<file path="src/rtl/stopwatch_lap_cu_if.sv">
// Request/response bundle between the stopwatch front panel and its lap control unit.
// master: the side issuing requests and supplying the live time word.
// slave : the control unit.
interface stopwatch_lap_cu_if #(
  parameter int unsigned TIME_W = 24,
  parameter int unsigned DEPTH  = 4
);
  localparam int unsigned CNT_W = $clog2(DEPTH) + 1;

  logic              i_clear;
  logic              i_runstop;
  logic              i_save;
  logic              i_restore;
  logic [TIME_W-1:0] i_time;

  logic              o_runstop;
  logic              o_clear;
  logic              o_save;
  logic              o_restore;
  logic [TIME_W-1:0] o_recall_time;
  logic [CNT_W-1:0]  o_lap_count;
  logic              o_full;
  logic              o_ovf;

  modport master (
    output i_clear, i_runstop, i_save, i_restore, i_time,
    input  o_runstop, o_clear, o_save, o_restore, o_recall_time,
           o_lap_count, o_full, o_ovf
  );

  modport slave (
    input  i_clear, i_runstop, i_save, i_restore, i_time,
    output o_runstop, o_clear, o_save, o_restore, o_recall_time,
           o_lap_count, o_full, o_ovf
  );
endinterface

</file>
<file path="src/rtl/stopwatch_lap_cu.sv">
// Stopwatch control unit with a circular lap buffer.
// Controls run/stop of the time datapath, clears it, stores lap times and
// recalls them newest-first, wrapping from the oldest back to the newest.
// Optional feature macro: LAP_OVERWRITE_EN -- when defined, a save into a full
// buffer overwrites the oldest lap instead of being rejected with o_ovf.
module stopwatch_lap_cu #(
  parameter int unsigned TIME_W = 24,
  parameter int unsigned DEPTH  = 4
) (
  input  logic                clk,
  input  logic                rst,
  stopwatch_lap_cu_if.slave   bus
);

  localparam int unsigned PTR_W = $clog2(DEPTH);
  localparam int unsigned CNT_W = PTR_W + 1;

  typedef enum logic [2:0] {
    ST_STOP    = 3'd0,
    ST_RUN     = 3'd1,
    ST_CLEAR   = 3'd2,
    ST_SAVE    = 3'd3,
    ST_RESTORE = 3'd4
  } state_e;

  state_e            state_q, state_d;

  // Registered outputs and their next values
  logic              runstop_q, runstop_d;
  logic              clear_q, clear_d;
  logic              save_q, save_d;
  logic              restore_q, restore_d;
  logic [TIME_W-1:0] recall_q, recall_d;
  logic              ovf_q, ovf_d;
  logic              full_q, full_d;

  // Lap bookkeeping
  logic [CNT_W-1:0]  count_q, count_d;
  logic [PTR_W-1:0]  wr_ptr_q, wr_ptr_d;
  logic [PTR_W-1:0]  rd_ptr_q, rd_ptr_d;
  logic              ret_run_q, ret_run_d;
  logic              mem_we;

  logic [TIME_W-1:0] lap_mem [DEPTH];

  // Oldest and newest occupied slots, used to wrap the recall pointer.
  // With a full buffer the count's low bits are zero, so oldest == wr_ptr.
  logic [PTR_W-1:0]  oldest_ptr, newest_ptr;
  assign oldest_ptr = wr_ptr_q - PTR_W'(count_q);
  assign newest_ptr = wr_ptr_q - PTR_W'(1);

  // State register
  always_ff @(posedge clk or negedge rst) begin
    if (!rst) state_q <= ST_STOP;
    else      state_q <= state_d;
  end

  // Next-state logic with clear > runstop > save > restore priority
  always_comb begin
    state_d = state_q;
    case (state_q)
      ST_STOP: begin
        if (bus.i_clear)                              state_d = ST_CLEAR;
        else if (bus.i_runstop)                       state_d = ST_RUN;
        else if (bus.i_save)                          state_d = ST_SAVE;
        else if (bus.i_restore && (count_q != '0))    state_d = ST_RESTORE;
      end
      ST_RUN: begin
        if (bus.i_runstop)   state_d = ST_STOP;
        else if (bus.i_save) state_d = ST_SAVE;
      end
      ST_CLEAR:   state_d = ST_STOP;
      ST_SAVE:    state_d = ret_run_q ? ST_RUN : ST_STOP;
      ST_RESTORE: state_d = ST_STOP;
      default:    state_d = ST_STOP;
    endcase
  end

  // Next values of outputs, counters and pointers for the current state
  always_comb begin
    runstop_d = runstop_q;
    clear_d   = 1'b0;
    save_d    = 1'b0;
    restore_d = 1'b0;
    recall_d  = '0;
    ovf_d     = 1'b0;
    count_d   = count_q;
    wr_ptr_d  = wr_ptr_q;
    rd_ptr_d  = rd_ptr_q;
    ret_run_d = ret_run_q;
    mem_we    = 1'b0;
    case (state_q)
      ST_STOP: begin
        runstop_d = 1'b0;
        ret_run_d = 1'b0;
      end
      ST_RUN: begin
        runstop_d = 1'b1;
        ret_run_d = 1'b1;
      end
      ST_CLEAR: begin
        runstop_d = 1'b0;
        clear_d   = 1'b1;
        count_d   = '0;
        wr_ptr_d  = '0;
        rd_ptr_d  = '0;
      end
      ST_SAVE: begin
        // runstop holds its value so a lap taken while running never pauses the datapath
        if (!full_q) begin
          mem_we   = 1'b1;
          save_d   = 1'b1;
          wr_ptr_d = wr_ptr_q + PTR_W'(1);
          rd_ptr_d = wr_ptr_q;
          count_d  = count_q + CNT_W'(1);
        end else begin
`ifdef LAP_OVERWRITE_EN
          mem_we   = 1'b1;
          save_d   = 1'b1;
          wr_ptr_d = wr_ptr_q + PTR_W'(1);
          rd_ptr_d = wr_ptr_q;
`else
          ovf_d    = 1'b1;
`endif
        end
      end
      ST_RESTORE: begin
        runstop_d = 1'b0;
        restore_d = 1'b1;
        recall_d  = lap_mem[rd_ptr_q];
        rd_ptr_d  = (rd_ptr_q == oldest_ptr) ? newest_ptr : (rd_ptr_q - PTR_W'(1));
      end
      default: begin
        runstop_d = 1'b0;
      end
    endcase
    full_d = (count_d == CNT_W'(DEPTH));
  end

  // Output and bookkeeping registers
  always_ff @(posedge clk or negedge rst) begin
    if (!rst) begin
      runstop_q <= 1'b0;
      clear_q   <= 1'b0;
      save_q    <= 1'b0;
      restore_q <= 1'b0;
      recall_q  <= '0;
      ovf_q     <= 1'b0;
      full_q    <= 1'b0;
      count_q   <= '0;
      wr_ptr_q  <= '0;
      rd_ptr_q  <= '0;
      ret_run_q <= 1'b0;
    end else begin
      runstop_q <= runstop_d;
      clear_q   <= clear_d;
      save_q    <= save_d;
      restore_q <= restore_d;
      recall_q  <= recall_d;
      ovf_q     <= ovf_d;
      full_q    <= full_d;
      count_q   <= count_d;
      wr_ptr_q  <= wr_ptr_d;
      rd_ptr_q  <= rd_ptr_d;
      ret_run_q <= ret_run_d;
    end
  end

  // Lap storage; contents are never readable while the count is zero, so no reset
  always_ff @(posedge clk) begin
    if (mem_we) lap_mem[wr_ptr_q] <= bus.i_time;
  end

  assign bus.o_runstop     = runstop_q;
  assign bus.o_clear       = clear_q;
  assign bus.o_save        = save_q;
  assign bus.o_restore     = restore_q;
  assign bus.o_recall_time = recall_q;
  assign bus.o_lap_count   = count_q;
  assign bus.o_full        = full_q;
  assign bus.o_ovf         = ovf_q;

endmodule

</file>
<file path="src/flat_wrapper.sv">
// flat-port wrapper written by rule: the top's interface ports become plain ports
module stopwatch_lap_cu_flat 
#(
  parameter int unsigned TIME_W = 24,
  parameter int unsigned DEPTH  = 4
)
  (clk, rst, bus_i_clear, bus_i_runstop, bus_i_save, bus_i_restore, bus_i_time, bus_o_runstop, bus_o_clear, bus_o_save, bus_o_restore, bus_o_recall_time, bus_o_lap_count, bus_o_full, bus_o_ovf);
  stopwatch_lap_cu_if #(.TIME_W(TIME_W), .DEPTH(DEPTH)) bus_i ();
  input  logic clk;
  input  logic rst;
  input wire logic [$bits(bus_i.i_clear)-1:0] bus_i_clear;
  input wire logic [$bits(bus_i.i_runstop)-1:0] bus_i_runstop;
  input wire logic [$bits(bus_i.i_save)-1:0] bus_i_save;
  input wire logic [$bits(bus_i.i_restore)-1:0] bus_i_restore;
  input wire logic [$bits(bus_i.i_time)-1:0] bus_i_time;
  output wire logic [$bits(bus_i.o_runstop)-1:0] bus_o_runstop;
  output wire logic [$bits(bus_i.o_clear)-1:0] bus_o_clear;
  output wire logic [$bits(bus_i.o_save)-1:0] bus_o_save;
  output wire logic [$bits(bus_i.o_restore)-1:0] bus_o_restore;
  output wire logic [$bits(bus_i.o_recall_time)-1:0] bus_o_recall_time;
  output wire logic [$bits(bus_i.o_lap_count)-1:0] bus_o_lap_count;
  output wire logic [$bits(bus_i.o_full)-1:0] bus_o_full;
  output wire logic [$bits(bus_i.o_ovf)-1:0] bus_o_ovf;
  assign bus_i.i_clear = bus_i_clear;
  assign bus_i.i_runstop = bus_i_runstop;
  assign bus_i.i_save = bus_i_save;
  assign bus_i.i_restore = bus_i_restore;
  assign bus_i.i_time = bus_i_time;
  assign bus_o_runstop = bus_i.o_runstop;
  assign bus_o_clear = bus_i.o_clear;
  assign bus_o_save = bus_i.o_save;
  assign bus_o_restore = bus_i.o_restore;
  assign bus_o_recall_time = bus_i.o_recall_time;
  assign bus_o_lap_count = bus_i.o_lap_count;
  assign bus_o_full = bus_i.o_full;
  assign bus_o_ovf = bus_i.o_ovf;
  stopwatch_lap_cu #(.TIME_W(TIME_W), .DEPTH(DEPTH)) u_core (.clk(clk), .rst(rst), .bus(bus_i));
endmodule
</file>
<file path="config.mk">
export PLATFORM = sky130hd
export DESIGN_NAME = stopwatch_lap_cu_flat
export DESIGN_NICKNAME = d
export VERILOG_FILES = /design/src/rtl/stopwatch_lap_cu_if.sv /design/src/rtl/stopwatch_lap_cu.sv /design/src/flat_wrapper.sv
export SDC_FILE = /design/constraint.sdc
export NUM_CORES = 1
export LEC_CHECK = 0
export BUFFER_PORTS_ARGS = -buffer_cell sky130_fd_sc_hd__buf_2
export CELL_PAD_IN_SITES_DETAIL_PLACEMENT = 1
export CELL_PAD_IN_SITES_GLOBAL_PLACEMENT = 2
export CORE_MARGIN = 3
export CORE_UTILIZATION = 48
export CTS_BUF_LIST = sky130_fd_sc_hd__clkbuf_8
export DETAILED_ROUTE_END_ITERATION = 7
export PLACE_DENSITY_LB_ADDON = 0.2
export SYNTH_ARGS = -nofsm -noshare
export SYNTH_HDL_FRONTEND = slang
export SYNTH_SLANG_ARGS = --single-unit
</file>
<file path="constraint.sdc">
create_clock -name clk -period 3.71 [get_ports clk]
set_input_delay 0.371 -clock clk [delete_from_list [all_inputs] [get_ports clk]]
set_output_delay 0.371 -clock clk [all_outputs]
set_load 0.02 [all_outputs]
</file>
# Yosys cells after proc, flatten, opt, wreduce, memory -nomap -nowiden

Memories as Yosys holds them, arrays and structs flattened.
Index checks and enable logic that the tools add are counted.

Add/sub/neg operators: 5
Multipliers: 0
Divide/modulo/power cells: 0
$lt $le $gt $ge: 0
Equal/unequal tests: 9
Shifts and indexed selects: 0
Muxes and demuxes: 26
Bitwise gates (word level): 0
Reductions and logical operators: 9

Operator list:

| cell                                                                  | number |
|---|---|
| 24-bit 2-to-1 mux                                                     | 1 |
| 3-bit 2-to-1 mux                                                      | 7 |
| 1-bit 2-to-1 mux                                                      | 9 |
| 3-bit case mux with 3 select lines                                    | 1 |
| 3-bit by 2-bit equality test with 1-bit output, second input constant | 2 |
| 3-bit equality test, second input constant                            | 2 |
| 2-bit 2-to-1 mux                                                      | 3 |
| 2-bit case mux with 3 select lines                                    | 1 |
| 3-bit case mux with 2 select lines                                    | 1 |
| 2-bit AND reduction                                                   | 3 |
| 3-bit nonzero test                                                    | 2 |
| 5-bit by 4-bit != test with 1-bit output, second input constant       | 1 |
| 1-bit case mux with 2 select lines                                    | 2 |
| 2-bit case mux with 2 select lines                                    | 1 |
| 2-bit nonzero test                                                    | 2 |
| 2-bit by 1-bit subtractor with 2-bit output, second input constant    | 2 |
| 3-bit by 1-bit adder with 3-bit output, second input constant         | 1 |
| 3-bit by 1-bit equality test with 1-bit output, second input constant | 1 |
| 3-bit logical NOT                                                     | 1 |
| 3-bit != test, second input constant                                  | 1 |
| 2-bit by 1-bit adder with 2-bit output, second input constant         | 1 |
| 2-bit equality test                                                   | 1 |
| 2-bit != test, second input constant                                  | 1 |
| 2-bit subtractor                                                      | 1 |
| 1-bit logical AND                                                     | 1 |

Register bits: 41
Bits in latches: 0
RAM bits: 96
Memory bits (read-only): 0
Input bits: 30
Output and inout bits: 33
Word-level logic and storage cells: 62
Memories kept: 1

Memory list:

| memory         | words | width | read ports | clocked after memory_dff | write ports | line                   | RTL |
|---|---|---|---|---|---|---|---|
| u_core.lap_mem | 4     | 24    | 1          | 0                        | 1           | stopwatch_lap_cu.sv:44 | `logic [TIME_W-1:0] lap_mem [DEPTH];` |

# Logic depth before layout (Yosys ltp)

Gate-level depths: netlist of run 1.

Depth after elaboration: 7
Depth in mapped cells: 6
Gate-level depth less buffers: 6

# Worst setup path after synthesis of run 1

Ideal clock, no wire load.

Path type: flip-flop to flip-flop
Start point: register u_core.state_q[2]
End point: memory u_core.lap_mem[0][0], enable pin
Setup time: 383 ps
Arrival time: 1707 ps
Data required time: 3327 ps
Slack: 1620 ps
Stages on the path, launching flop included: 6
Path buffers: 2
Clock period less this slack: 2090 ps
Path through: dfrtp_1 buf_4 nor2b_1 and3b_2 clkbuf_1 and2_1

Cells in the longest elaborated chain, start to end: 4

RTL lines:

| what                                           | line                    | RTL |
|---|---|---|
| from (decl)                                    | stopwatch_lap_cu.sv:26  | `state_e state_q, state_d;` |
| from (signal assigned)                         | stopwatch_lap_cu.sv:55  | `else state_q <= state_d;` |
| 3-bit by 2-bit equality test with 1-bit output | stopwatch_lap_cu.sv:92  | `case (state_q)` |
| 1-bit 2-to-1 mux                               | stopwatch_lap_cu.sv:92  |  |
| via u_core.mem_we                              | stopwatch_lap_cu.sv:42  | `logic mem_we;` |
| 1-bit 2-to-1 mux                               | stopwatch_lap_cu.sv:171 | `if (mem_we) lap_mem[wr_ptr_q] <= bus.i_time;` |
| 1-bit 2-to-1 mux (not written as such)         | stopwatch_lap_cu.sv:171 |  |
| to (decl)                                      | stopwatch_lap_cu.sv:44  |  |

The timed path passes the listed nets, and every way through them passes these cells.

# Worst setup path in the final report of run 1

Start point: register u_core.state_q[2]
End point: register u_core.rd_ptr_q[1]

Cells in the longest elaborated chain, start to end: 3
Elaborated cells between the ends (all ways): 7
Classes of those cells: 4 x eq/ne; 1 x mux; 2 x reduce/logical

RTL lines:

| what                                                                                  | line                    | RTL |
|---|---|---|
| 3-bit by 2-bit equality test with 1-bit output or 3-bit equality test (tied branches) | stopwatch_lap_cu.sv:92  |  |
| 2-bit != test (no line) or 3-bit nonzero test (tied branches)                         | -                       |  |
| 2-bit AND reduction (no line)                                                         | -                       |  |
| to (signal assigned)                                                                  | stopwatch_lap_cu.sv:164 | `rd_ptr_q <= rd_ptr_d;` |
| to (decl)                                                                             | stopwatch_lap_cu.sv:40  | `logic [PTR_W-1:0] rd_ptr_q, rd_ptr_d;` |

Several ways; a longest one is shown, not always the timed one.
A chain may end at the register's enable or synchronous reset.

==> summary.txt, run 1 <==
========================================================================================
Required arrival time at the worst endpoint ...............................      4.00 ns
Buffer levels on the longest clock path ...................................            2
CTS tree ..................................................................         done
Transition time at the pin with the least slew margin .....................      1.12 ns
Start-to-end type of the worst setup path ................................. flop to flop
Clock Root Buffer ......................................................... sky130_fd_sc_hd__clkbuf_8
Unrepaired setup endpoints after global routing ...........................        false
CTS buffer count ..........................................................           17
M1 wire length ............................................................      4.27 mm
Number of primary I/O pins ................................................           63
Origin of the critical flop-to-flop path .................................. u_core.state_q[2]
Part of the cycle the worst path needs ....................................        63.7%
Net count of the mapped netlist ...........................................          316
Sum of overflow across all layers after global routing ....................            0
Effective utilization at floorplan ........................................        50.0%
Synthesized instance count ................................................          279
Sequential Area ...........................................................     3910 µm²
Global placement routability congestion ...................................        0.713
Number of nets still failing antenna checks after routing .................            0
Clock skew after layout ...................................................    0.0109 ns
Setup bufs post-CTS .......................................................            0
Predominant post-synthesis flop cell ...................................... sky130_fd_sc_hd__edfxtp_1
Area of the die ...........................................................    12200 µm²
Leakage power of the design ...............................................      2.46 nW
Pin count of the biggest net entering global routing ......................           42
Number of sinks handled by clock tree synthesis ...........................          137
Setup-failing EPs final ...................................................            0
Critical path arrival .....................................................      2.65 ns
Status ....................................................................    completed
Proportion of layout cells with a drive suffix above 1 ....................        36.2%
Share of async-settable or async-resettable flops after synthesis .........        29.9%
HPWL after detailed placement .............................................      6.01 mm
Number of search-and-repair iterations in the first detailed-routing pass .            4
Worst IR Drop VDD .........................................................     0.300 mV
Std-Cell Rows .............................................................           37
Antenna violations before repair ..........................................            0
Highest signal layer in the routed design .................................         met4
Sequential area share after synthesis .....................................        74.7%
1st-iter DRT viols ........................................................          135
Source of the critical timing path ........................................ u_core.state_q[2]
Placed cell areas .........................................................     5680 µm²
Worst slew margin relative to its limit ...................................        25.4%
Total detailed-routing wirelength .........................................      9.74 mm
Achievable frequency ......................................................      423 MHz
Sum of negative setup slack ...............................................         0 ns
N_diodes ..................................................................            0
Area used by multi-input combinational logic ..............................     1220 µm²
Count of fill cells added during filler insertion .........................          981
Post-route cell area ......................................................     6070 µm²
Count of H-tree levels built during CTS ...................................            4
Final number of max-transition violations .................................            0
Routed wire length on met2 ................................................      4.95 mm
Synthesis-to-finish area growth ...........................................        16.0%
Die height ................................................................       110 µm
Number of register bits inferred by synthesis .............................          137
Yosys cell types ..........................................................           43
DR WL/cell ................................................................      19.6 µm
Number of endpoints with negative hold slack in the final report ..........            0
# hold bufs at CTS ........................................................            0
Top fanout value on the critical path .....................................           36
Clock slew at reported path FFs ...........................................      0.07 ns
Wire length of the first global-routing pass ..............................      16.1 mm
Insertion delay of the later-clocked pin in the worst-skew pair ...........      0.43 ns
Die span in x .............................................................       110 µm
Remaining DRCs ............................................................            0
Number of global-route vias before repair .................................         2931
Yosys warning total .......................................................            0
Number of maximum-capacitance constraint violations .......................            0
Port Buf Inserts ..........................................................           62
Post-synth EDFFs ..........................................................           96
Cts repair resizes ........................................................            0
Routed vias/inst ..........................................................         5.39
Core ar. ..................................................................    10500 µm²
Tot GR Track Use ..........................................................        17.3%
Power per cell area .......................................................   613 nW/µm²
Total via count in the routed design ......................................         2685
Hold Crit Class ........................................................... input pin to async pin
DR WL met3 ................................................................       397 µm
Average instance area after synthesis .....................................     18.8 µm²
Nets ......................................................................          386
Critical Path Sink Type ...................................................         flop
Clock period minus final worst setup slack ................................      2.36 ns
CP startpoint kind ........................................................         flop
Synthesized cell area .....................................................     5230 µm²
========================================================================================
[worst max-delay path, cell delays in order (launching register included)]
cell                       delay [ns]
sky130_fd_sc_hd__dfrtp_1         1.09
sky130_fd_sc_hd__nand2b_1        0.29
sky130_fd_sc_hd__o21ai_0         0.23
sky130_fd_sc_hd__a21oi_1         0.08
sky130_fd_sc_hd__or4b_1          0.54
[final cells by class]
cell class / count / share of cell area (%)
multi-input combinational: 118 / 20.1
timing repair buffer: 67 / 5.73
sequential: 137 / 64.4
clock buffer: 22 / 4.99
clock inverter: 10 / 1.53
inverter: 8 / 0.495
tap: 136 / 2.80
[cells by family (layout without fill, tap and decap cells)]
group / Yosys count / count (layout) / synth area share, %
AND/OR/NAND/NOR: 56 / 56 / 6.55
XOR/XNOR: 6 / 6 / 1.00
multiplexers: 27 / 27 / 11.0
adder cells (fa/ha/maj): 7 / 7 / 1.67
flip-flops: 137 / 137 / 74.7
buffers and inverters: 24 / 107 / 2.08
AO/OA/AOI/OAI: 22 / 22 / 3.04
[state kept, by name, summed over array words and instances, names as in the netlist, 2 cells and up]
signal,cells
u_core.bus.o_lap_count,3
u_core.wr_ptr_q,2
u_core.state_q,3
u_core.rd_ptr_q,2
u_core.lap_mem,96
u_core.bus.o_recall_time,24
[worst paths after layout]
kind                                              to  slack (ns)  cells past startpoint
setup / recovery                  u_core.rd_ptr_q[1]        1.35                      4
hold / removal             u_core.bus.o_lap_count[2]         0.1                      1
setup reg to reg                  u_core.rd_ptr_q[1]        1.35                      4
hold reg to reg                     u_core.ret_run_q        0.53                      2
max in group asynchronous         u_core.rd_ptr_q[0]        2.97                      1
min in group clk                u_core.lap_mem[1][8]        0.16                      1
[cell usage after synthesis (2+ instances only)]
master | instances | area share (%)
sky130_fd_sc_hd__dfrtp_1 | 41 | 20
sky130_fd_sc_hd__a32o_1 | 3 | 0.57
sky130_fd_sc_hd__nor2_1 | 5 | 0.36
sky130_fd_sc_hd__edfxtp_1 | 96 | 55
sky130_fd_sc_hd__nand2_1 | 3 | 0.22
sky130_fd_sc_hd__nor4_1 | 3 | 0.36
sky130_fd_sc_hd__mux2_2 | 2 | 0.43
sky130_fd_sc_hd__nor3_1 | 2 | 0.19
sky130_fd_sc_hd__ha_1 | 7 | 1.7
sky130_fd_sc_hd__and3_1 | 24 | 2.9
sky130_fd_sc_hd__clkbuf_1 | 7 | 0.50
sky130_fd_sc_hd__inv_1 | 8 | 0.57
sky130_fd_sc_hd__and2_1 | 5 | 0.60
sky130_fd_sc_hd__xor2_1 | 2 | 0.33
sky130_fd_sc_hd__buf_2 | 6 | 0.57
sky130_fd_sc_hd__o21ai_0 | 5 | 0.48
sky130_fd_sc_hd__nand2b_1 | 4 | 0.48
sky130_fd_sc_hd__a21oi_1 | 4 | 0.38
sky130_fd_sc_hd__a22o_1 | 2 | 0.33
sky130_fd_sc_hd__xnor2_1 | 4 | 0.67
sky130_fd_sc_hd__mux4_2 | 24 | 10
[report_power, final]
group / total, W / switching [W] / internal [W]
registers: 0.00193 / 0.000165 / 0.00176
logic: 0.000636 / 0.000317 / 0.000319
clock network: 0.00116 / 0.000539 / 0.000619
[metal layers]
metal	track usage (%)	vias up
met5	0	-
met4	6.73	0
met1	22.2	1389
li1	-	1224
met2	28.1	62
met3	4.71	10
[cells in the final DEF, fill, tap and decap left out, drive strengths merged, types with 3 or more instances in the layout]
cell type,synthesis,routed
nand2,3,3
a32o,3,3
buf,9,67
clkinvlp,0,3
and2,5,5
and3,25,25
xnor2,4,4
edfxtp,96,96
ha,7,7
inv,8,10
dfrtp,41,41
nand2b,4,4
clkbuf,7,22
nor4,3,3
clkinv,0,4
mux4,24,24
nor2,6,6
o21ai,5,5
a21oi,4,4
[per-stage QoR]
stage | instances | worst slack, ns | util, % | power (W) | hold WS, ns
2_1_floorplan | 279 | 1.62 | - | 0.00241 | 0.0754
3_3_place_gp | 466 | 1.44 | 54.2 | 0.00259 | 0.499
3_5_place_dp | 466 | 1.32 | 54.2 | 0.00262 | 0.524
4_1_cts | 498 | 1.29 | 58.0 | 0.00378 | 0.107
5_1_grt | 498 | 1.06 | 58.0 | 0.00393 | 0.133
6_report | 498 | 1.35 | 58.0 | 0.00372 | 0.0953
Note: power is estimated with default switching activity, not from simulation.
==> run 2: changes to the inputs <==
--- a/config.mk
+++ b/config.mk
@@ -9,7 +9,7 @@
 export CELL_PAD_IN_SITES_DETAIL_PLACEMENT = 1
 export CELL_PAD_IN_SITES_GLOBAL_PLACEMENT = 2
 export CORE_MARGIN = 3
-export CORE_UTILIZATION = 48
+export CORE_UTILIZATION = 41
 export CTS_BUF_LIST = sky130_fd_sc_hd__clkbuf_8
 export DETAILED_ROUTE_END_ITERATION = 7
 export PLACE_DENSITY_LB_ADDON = 0.2
==> constraint.sdc (replaced) <==
create_clock -name clk -period 1.9 [get_ports clk]
set_input_delay 0.19 -clock clk [delete_from_list [all_inputs] [get_ports clk]]
set_output_delay 0.19 -clock clk [all_outputs]
set_load 0.02 [all_outputs]
==> run 2 against run 1 <==
Net effect: core utilization down 4.7 points; hold slack worse by 0.0071 ns; total power up 100%; critical path depth up 1; die area up 16%; cell area up 7.7%; global-route usage down 0.68 points; register-to-register slack worse by 1.3 ns; sequential share of layout area down 4.6 points; routed wire length up 12%; fmax up 30%; critical path type unchanged; largest power group unchanged.
==> summary.txt, run 2 (synthesis gave the netlist of run 1 again) <==
========================================================================================
Final standard cell count with taps included and fillers excluded .........          571   +15%
Register ranked first by flip-flop count .................................. u_core.lap_mem
Port Buf Inserts ..........................................................           62   unchanged
Sum of overflow across all layers after global routing ....................            0   unchanged
Worst IR Drop VDD .........................................................     0.616 mV   +110%
Die span in x .............................................................       119 µm   +7.8%
Clock skew after layout ...................................................   0.00876 ns   -0.00211 ns
Max FFs per register ......................................................           96   unchanged
Cell Chain, Critical Path ................................................. ha_1 > and2_1 > o21ai_0 > a21oi_1 > or4b_1
Setup-failing EPs final ...................................................            0   unchanged
Worst stage delay on the critical path ....................................      0.53 ns   -0.56 ns
Std-Cell Rows .............................................................           40   +8.1%
Leading cell type in the layout, fill and taps excluded ................... sky130_fd_sc_hd__edfxtp_1
CP max-delay cell ......................................................... sky130_fd_sc_hd__or4b_1
Number of search-and-repair iterations in the first detailed-routing pass .            4   unchanged
Routed wire length on met2 ................................................      5.52 mm   +11%
Worst slew margin relative to its limit ...................................        68.1%   +43 points
Number of endpoints with negative hold slack in the final report ..........            0   unchanged
NetSw .....................................................................    0.00206 W   +100%
Tot GR Track Use ..........................................................        16.6%   -0.68 points
Critical Path Sink Type ...................................................         flop
Unrepaired setup endpoints after global routing ...........................        false
Setup slack after placement ...............................................    0.0998 ns   -1.22 ns
Achievable frequency ......................................................      548 MHz   +30%
Setup bufs post-CTS .......................................................            0   unchanged
Fin worst setup slack .....................................................    0.0767 ns   -1.27 ns
Status ....................................................................    completed
Area of the die ...........................................................    14200 µm²   +16%
M1 wire length ............................................................      4.82 mm   +13%
Core ar. ..................................................................    12300 µm²   +17%
Clock slew at reported path FFs ...........................................      0.07 ns   about the same
Pin count of the biggest net entering global routing ......................           25   -40%
Start-to-end type of the worst setup path ................................. flop to flop
DR WL/cell ................................................................      19.1 µm   -2.5%
CTS buffer count ..........................................................           17   unchanged
Insertion delay of the later-clocked pin in the worst-skew pair ...........      0.43 ns   about the same
Critical path arrival .....................................................      2.13 ns   -0.52 ns
Antenna violations before repair ..........................................            0   unchanged
Clock network fraction of design power ....................................        28.9%   -2.2 points
Cell Count Post-Placement .................................................          513   +10%
Final number of max-transition violations .................................            0   unchanged
Kind of cell adding the most delay to the critical path ................... simple AND/OR/NAND/NOR gates
Effective utilization at floorplan ........................................        42.7%   -7.3 points
Total detailed-routing wirelength .........................................      10.9 mm   +12%
Number of primary I/O pins ................................................           63   unchanged
Share of total power in sequential cells ..................................        48.6%   -3.2 points
Die height ................................................................       119 µm   +7.8%
Cts repair resizes ........................................................            0   unchanged
Proportion of layout cells with a drive suffix above 1 ....................        36.2%   +0.040 points
Switching portion of total power ..........................................        27.7%   +0.32 points
Highest signal layer in the routed design .................................         met4
Number of sinks handled by clock tree synthesis ...........................          137   unchanged
Nets ......................................................................          427   +11%
Buffer levels on the longest clock path ...................................            2   unchanged
Synthesis-to-finish area growth ...........................................        25.0%
Commonest non-fill, non-tap cells in the layout ........................... sky130_fd_sc_hd__edfxtp_1, sky130_fd_sc_hd__buf_2, sky130_fd_sc_hd__dfrtp_1
Clock period minus final worst setup slack ................................      1.82 ns   -0.538 ns
N_diodes ..................................................................            0   unchanged
Sum of negative setup slack ...............................................         0 ns   unchanged
Power per cell area .......................................................  1140 nW/µm²   +85%
Area used by multi-input combinational logic ..............................     1220 µm²   +0.41%
Global placement routability congestion ...................................        0.772   +8.3%
Routed vias/inst ..........................................................         5.07   -6.0%
Comb pwr share ............................................................        22.5%   +5.4 points
Remaining DRCs ............................................................            0   unchanged
Total via count in the routed design ......................................         2895   +7.8%
Count of fill cells added during filler insertion .........................         1162   +18%
HPWL after detailed placement .............................................      6.79 mm   +13%
# hold bufs at CTS ........................................................           26   +26
Number of nets still failing antenna checks after routing .................            0   unchanged
Cell internal power dissipation ...........................................    0.00537 W   +99%
Hold Crit Class ........................................................... input pin to flop
DR WL met3 ................................................................       402 µm   +1.3%
Sequential Area ...........................................................     3910 µm²   unchanged
Count of H-tree levels built during CTS ...................................            4   unchanged
Count of buffer and inverter cells on the critical path ...................            0   unchanged
Number of global-route vias before repair .................................         3142   +7.2%
CTS tree ..................................................................         done
Wire length of the first global-routing pass ..............................      17.5 mm   +9.0%
Leakage power of the design ...............................................      2.68 nW   +8.7%
CP startpoint kind ........................................................         flop
Required arrival time at the worst endpoint ...............................      2.21 ns   -1.79 ns
1st-iter DRT viols ........................................................          164   +21%
Number of maximum-capacitance constraint violations .......................            0   unchanged
Part of the cycle the worst path needs ....................................        96.0%   +32 points
Clock Root Buffer ......................................................... sky130_fd_sc_hd__clkbuf_8
Top fanout value on the critical path .....................................            4   -89%
Transition time at the pin with the least slew margin .....................     0.478 ns   -0.640 ns
========================================================================================
-- run 2: cell count changes in the layout (fill, tap and decap cells not counted), sizes merged --
| cell | delta |
|---|---|
| dlygate4sd3 | +26 |
| inv | +2 |
| clkinvlp | -2 |
| buf | +15 |
| clkbuf | -2 |
| clkinv | +2 |
-- run 2: per-layer routing --
metal	vias up	track usage [%]
met5	-	0
met3	12	4.99
li1	1306	-
met1	1506	22.1
met4	0	5.79
met2	71	26.1
-- run 2: path summary, 6_finish.rpt --
kind | start | end | slack (ns) | cells after the start
setup / recovery | u_core.bus.o_lap_count[0] | u_core.rd_ptr_q[1] | 0.08 | 5
hold / removal | bus_i_save | u_core.state_q[2] | 0.09 | 3
setup reg to reg | u_core.bus.o_lap_count[0] | u_core.rd_ptr_q[1] | 0.08 | 5
hold reg to reg | u_core.ret_run_q | u_core.ret_run_q | 0.53 | 2
max in group asynchronous | rst | u_core.rd_ptr_q[0] | 1.15 | 3
min in group asynchronous | rst | u_core.rd_ptr_q[1] | 0.25 | 2
-- run 2: cell type report --
class | count | area share, %
multi-input cells | 118 | 18.7
flip-flops and latches | 137 | 59.8
clock buffers | 20 | 4.21
well taps | 168 | 3.21
repair buffers | 108 | 12.4
clock inverters | 12 | 1.30
inverters | 8 | 0.459
-- run 2: per-stage QoR --
step	cell area (µm²)	hold WS (ns)	total power [W]	utilization, %
2_1_floorplan	5240	-0.106	0.00471	-
3_3_place_gp	5920	0.184	0.00530	48.3
3_5_place_dp	5920	0.183	0.00534	48.3
4_1_cts	6540	0.0461	0.00755	53.3
5_1_grt	6540	0.0686	0.00786	53.3
6_report	6540	0.0881	0.00743	53.3
-- run 2: power groups by stage --
stage	Sequential [W]	Combinational [W]	Clock, W
finish	0.00362	0.00167	0.00215
global placement	0.00367	0.00163	0
CTS	0.00362	0.00171	0.00222
detailed placement	0.00368	0.00166	0
global route	0.00364	0.00185	0.00237
floorplan	0.00367	0.00104	0
-- run 2: worst reg2reg max path, delay by kind of cell (launching register included) --
family | cells | cell delay [ns]
simple gates | 2 | 0.69
flops | 1 | 0.39
fa+ha+maj | 1 | 0.35
compound gates | 2 | 0.27
==> run 3: changes to the inputs <==
--- a/config.mk
+++ b/config.mk
@@ -9,7 +9,7 @@
 export CELL_PAD_IN_SITES_DETAIL_PLACEMENT = 1
 export CELL_PAD_IN_SITES_GLOBAL_PLACEMENT = 2
 export CORE_MARGIN = 3
-export CORE_UTILIZATION = 41
+export CORE_UTILIZATION = 45
 export CTS_BUF_LIST = sky130_fd_sc_hd__clkbuf_8
 export DETAILED_ROUTE_END_ITERATION = 7
 export PLACE_DENSITY_LB_ADDON = 0.2
==> constraint.sdc (replaced) <==
create_clock -name clk -period 2 [get_ports clk]
set_input_delay 0.2 -clock clk [delete_from_list [all_inputs] [get_ports clk]]
set_output_delay 0.2 -clock clk [all_outputs]
set_load 0.02 [all_outputs]
==> run 3 against run 2 <==
Net effect: register-to-register slack hardly changed; sequential power is 5.5% lower; clock power hardly changed; total power is 4.2% lower; clock skew is 0.0022 ns higher; first-iteration DRC count is 40% lower; core utilization is 5.6 points higher; sequential share of layout area is 0.15 points higher; largest cell class unchanged; largest power group unchanged.
==> summary.txt, run 3 (synthesis gave the netlist of run 1 again) <==
========================================================================================
Tot GR Track Use ..........................................................        18.6%   +2.1 points
Cell Chain, Critical Path ................................................. ha_1 > xor2_1 > xnor2_1 > nor4_1 > or4b_1
Commonest non-fill, non-tap cells in the layout ........................... sky130_fd_sc_hd__edfxtp_1, sky130_fd_sc_hd__buf_2, sky130_fd_sc_hd__dfrtp_1
Number of maximum-capacitance constraint violations .......................            0   unchanged
Status ....................................................................    completed
Start-to-end type of the worst setup path ................................. flop to flop
Share of total power in sequential cells ..................................        48.0%   -0.6 points
Number of global-route vias before repair .................................         3243   +3.2%
Part of the cycle the worst path needs ....................................        95.7%   -0.23 points
Sum of negative setup slack ...............................................         0 ns   unchanged
Switching portion of total power ..........................................        29.2%   +1.5 points
Worst stage delay on the critical path ....................................      0.49 ns   -0.04 ns
Required arrival time at the worst endpoint ...............................      2.30 ns   +0.09 ns
Buffer levels on the longest clock path ...................................            2   unchanged
HPWL after detailed placement .............................................      7.27 mm   +7.0%
CP startpoint kind ........................................................         flop
Source of the worst hold timing path ......................................   bus_i_save
Cts repair resizes ........................................................            0   unchanged
Number of sinks handled by clock tree synthesis ...........................          137   unchanged
Setup-failing EPs final ...................................................            0   unchanged
Placed cell areas .........................................................     5890 µm²   -0.51%
Comb pwr share ............................................................        22.3%   -0.2 points
Total detailed-routing wirelength .........................................      11.1 mm   +2.3%
Setup bufs post-CTS .......................................................            0   unchanged
Insertion delay of the later-clocked pin in the worst-skew pair ...........      0.44 ns   about the same
Area used by multi-input combinational logic ..............................     1220 µm²   unchanged
Number of endpoints with negative hold slack in the final report ..........            0   unchanged
Post-route cell area ......................................................     6530 µm²   -0.25%
Clock period minus final worst setup slack ................................      1.91 ns   +0.0913 ns
Critical path arrival .....................................................      2.22 ns   +0.09 ns
Number of primary I/O pins ................................................           63   unchanged
DR WL/cell ................................................................      20.3 µm   +6.8%
CTS buffer count ..........................................................           17   unchanged
Global placement routability congestion ...................................        0.735   -4.8%
Leading cell type in the layout, fill and taps excluded ................... sky130_fd_sc_hd__edfxtp_1
Clock network fraction of design power ....................................        29.7%   +0.8 points
Port Buf Inserts ..........................................................           62   unchanged
Number of nets still failing antenna checks after routing .................            0   unchanged
Transition time at the pin with the least slew margin .....................     0.691 ns   +0.212 ns
Antenna violations before repair ..........................................            0   unchanged
Sum of overflow across all layers after global routing ....................            0   unchanged
Synthesis-to-finish area growth ...........................................        24.7%
1st-iter DRT viols ........................................................           99   -40%
Leakage power of the design ...............................................      2.66 nW   -0.45%
Die height ................................................................       114 µm   -4.3%
Routed vias/inst ..........................................................         5.33   +5.2%
Die span in x .............................................................       114 µm   -4.3%
Critical Path Sink Type ...................................................         flop
Clock Root Buffer ......................................................... sky130_fd_sc_hd__clkbuf_8
Final number of max-transition violations .................................            0   unchanged
Achievable frequency ......................................................      522 MHz   -4.8%
# hold bufs at CTS ........................................................           26   unchanged
Area of the die ...........................................................    13000 µm²   -8.5%
Power per cell area .......................................................  1090 nW/µm²   -3.9%
Clock slew at reported path FFs ...........................................      0.08 ns   about the same
Std-Cell Rows .............................................................           38   -5.0%
Count of H-tree levels built during CTS ...................................            4   unchanged
CTS tree ..................................................................         done
CP max-delay cell ......................................................... sky130_fd_sc_hd__or4b_1
NetSw .....................................................................    0.00208 W   +1.0%
Number of search-and-repair iterations in the first detailed-routing pass .            4   unchanged
Wire length of the first global-routing pass ..............................      17.7 mm   +1.3%
Top fanout value on the critical path .....................................            6   +2
Core ar. ..................................................................    11100 µm²   -9.7%
Source of the critical timing path ........................................ u_core.bus.o_lap_count[0]
Clock skew after layout ...................................................    0.0110 ns   +0.00221 ns
Worst R2R Setup Slack .....................................................      0.09 ns   about the same
Sequential Area ...........................................................     3910 µm²   unchanged
Origin of the critical flop-to-flop path .................................. u_core.bus.o_lap_count[0]
Nets ......................................................................          431   +0.94%
N_diodes ..................................................................            0   unchanged
Register ranked first by flip-flop count .................................. u_core.lap_mem
Total via count in the routed design ......................................         2917   +0.76%
Worst IR Drop VDD .........................................................     0.671 mV   +8.9%
Max FFs per register ......................................................           96   unchanged
Pin count of the biggest net entering global routing ......................           30   +20%
Cell internal power dissipation ...........................................    0.00504 W   -6.1%
Proportion of layout cells with a drive suffix above 1 ....................        37.8%   +1.6 points
Count of fill cells added during filler insertion .........................         1006   -13%
Hold Crit Class ........................................................... input pin to flop
Remaining DRCs ............................................................            0   unchanged
Worst slew margin relative to its limit ...................................        54.0%   -14 points
Unrepaired setup endpoints after global routing ...........................        false
Effective utilization at floorplan ........................................        47.2%   +4.6 points
========================================================================================
## run 3: changes by cell type in the layout (fill, tap and decap cells not counted), sizes merged
cell      before  now
buf           82   86
clkbuf        20   17
clkinv         6    0
clkinvlp       1    6
inv           12   16
## run 3: through the flow
stage                     utilization (%)  setup WS (ns)  power [W]  std cells  hold slack (ns)
after floorplan                         -          0.160    0.00447        279          -0.0956
after global placement               53.2          0.210    0.00500        489            0.271
after detailed placement             53.2          0.118    0.00505        489            0.289
after global routing                 58.9         0.0179    0.00751        547           0.0815
after CTS                            58.9          0.103    0.00722        547           0.0617
final                                58.9         0.0854    0.00712        547           0.0927
## run 3: worst max-delay path, delay by kind of cell (launching register included)
family        cells  cell delay (ns)
fa+ha+maj         1             0.23
xor+xnor          2             0.53
simple gates      2             0.58
flops             1             0.44
## run 3: final timing paths
kind | cells after the start | to
max | 5 | u_core.rd_ptr_q[1]
min | 3 | u_core.state_q[2]
max reg2reg | 5 | u_core.rd_ptr_q[1]
min reg2reg | 2 | u_core.ret_run_q
max in group asynchronous | 3 | u_core.bus.o_recall_time[16]
min in group asynchronous | 2 | u_core.rd_ptr_q[1]
## run 3: power by group through the flow
stage	combinational, W	sequential (W)	clock, W
final	0.00159	0.00342	0.00212
after global routing	0.00175	0.00345	0.00231
after CTS	0.00162	0.00342	0.00218
after global placement	0.00154	0.00346	0
after detailed placement	0.00157	0.00348	0
after floorplan	0.000986	0.00349	0
## run 3: cell type report
type | count | share of cell area [%]
Clock buffer | 17 | 3.59
Multi-Input combinational cell | 118 | 18.7
Tap cell | 140 | 2.68
Sequential cell | 137 | 59.9
Inverter | 8 | 0.460
Timing Repair Buffer | 112 | 12.5
Clock inverter | 15 | 2.15
## run 3: layer usage
metal | GRT usage, % | vias to the layer above | part of all wire [%]
met2 | 30.8 | 60 | 52
met3 | 4.19 | 12 | 2.9
met4 | 7.92 | 0 | 1.6
met1 | 24.0 | 1530 | 43
met5 | 0 | - | 0
li1 | - | 1315 | -
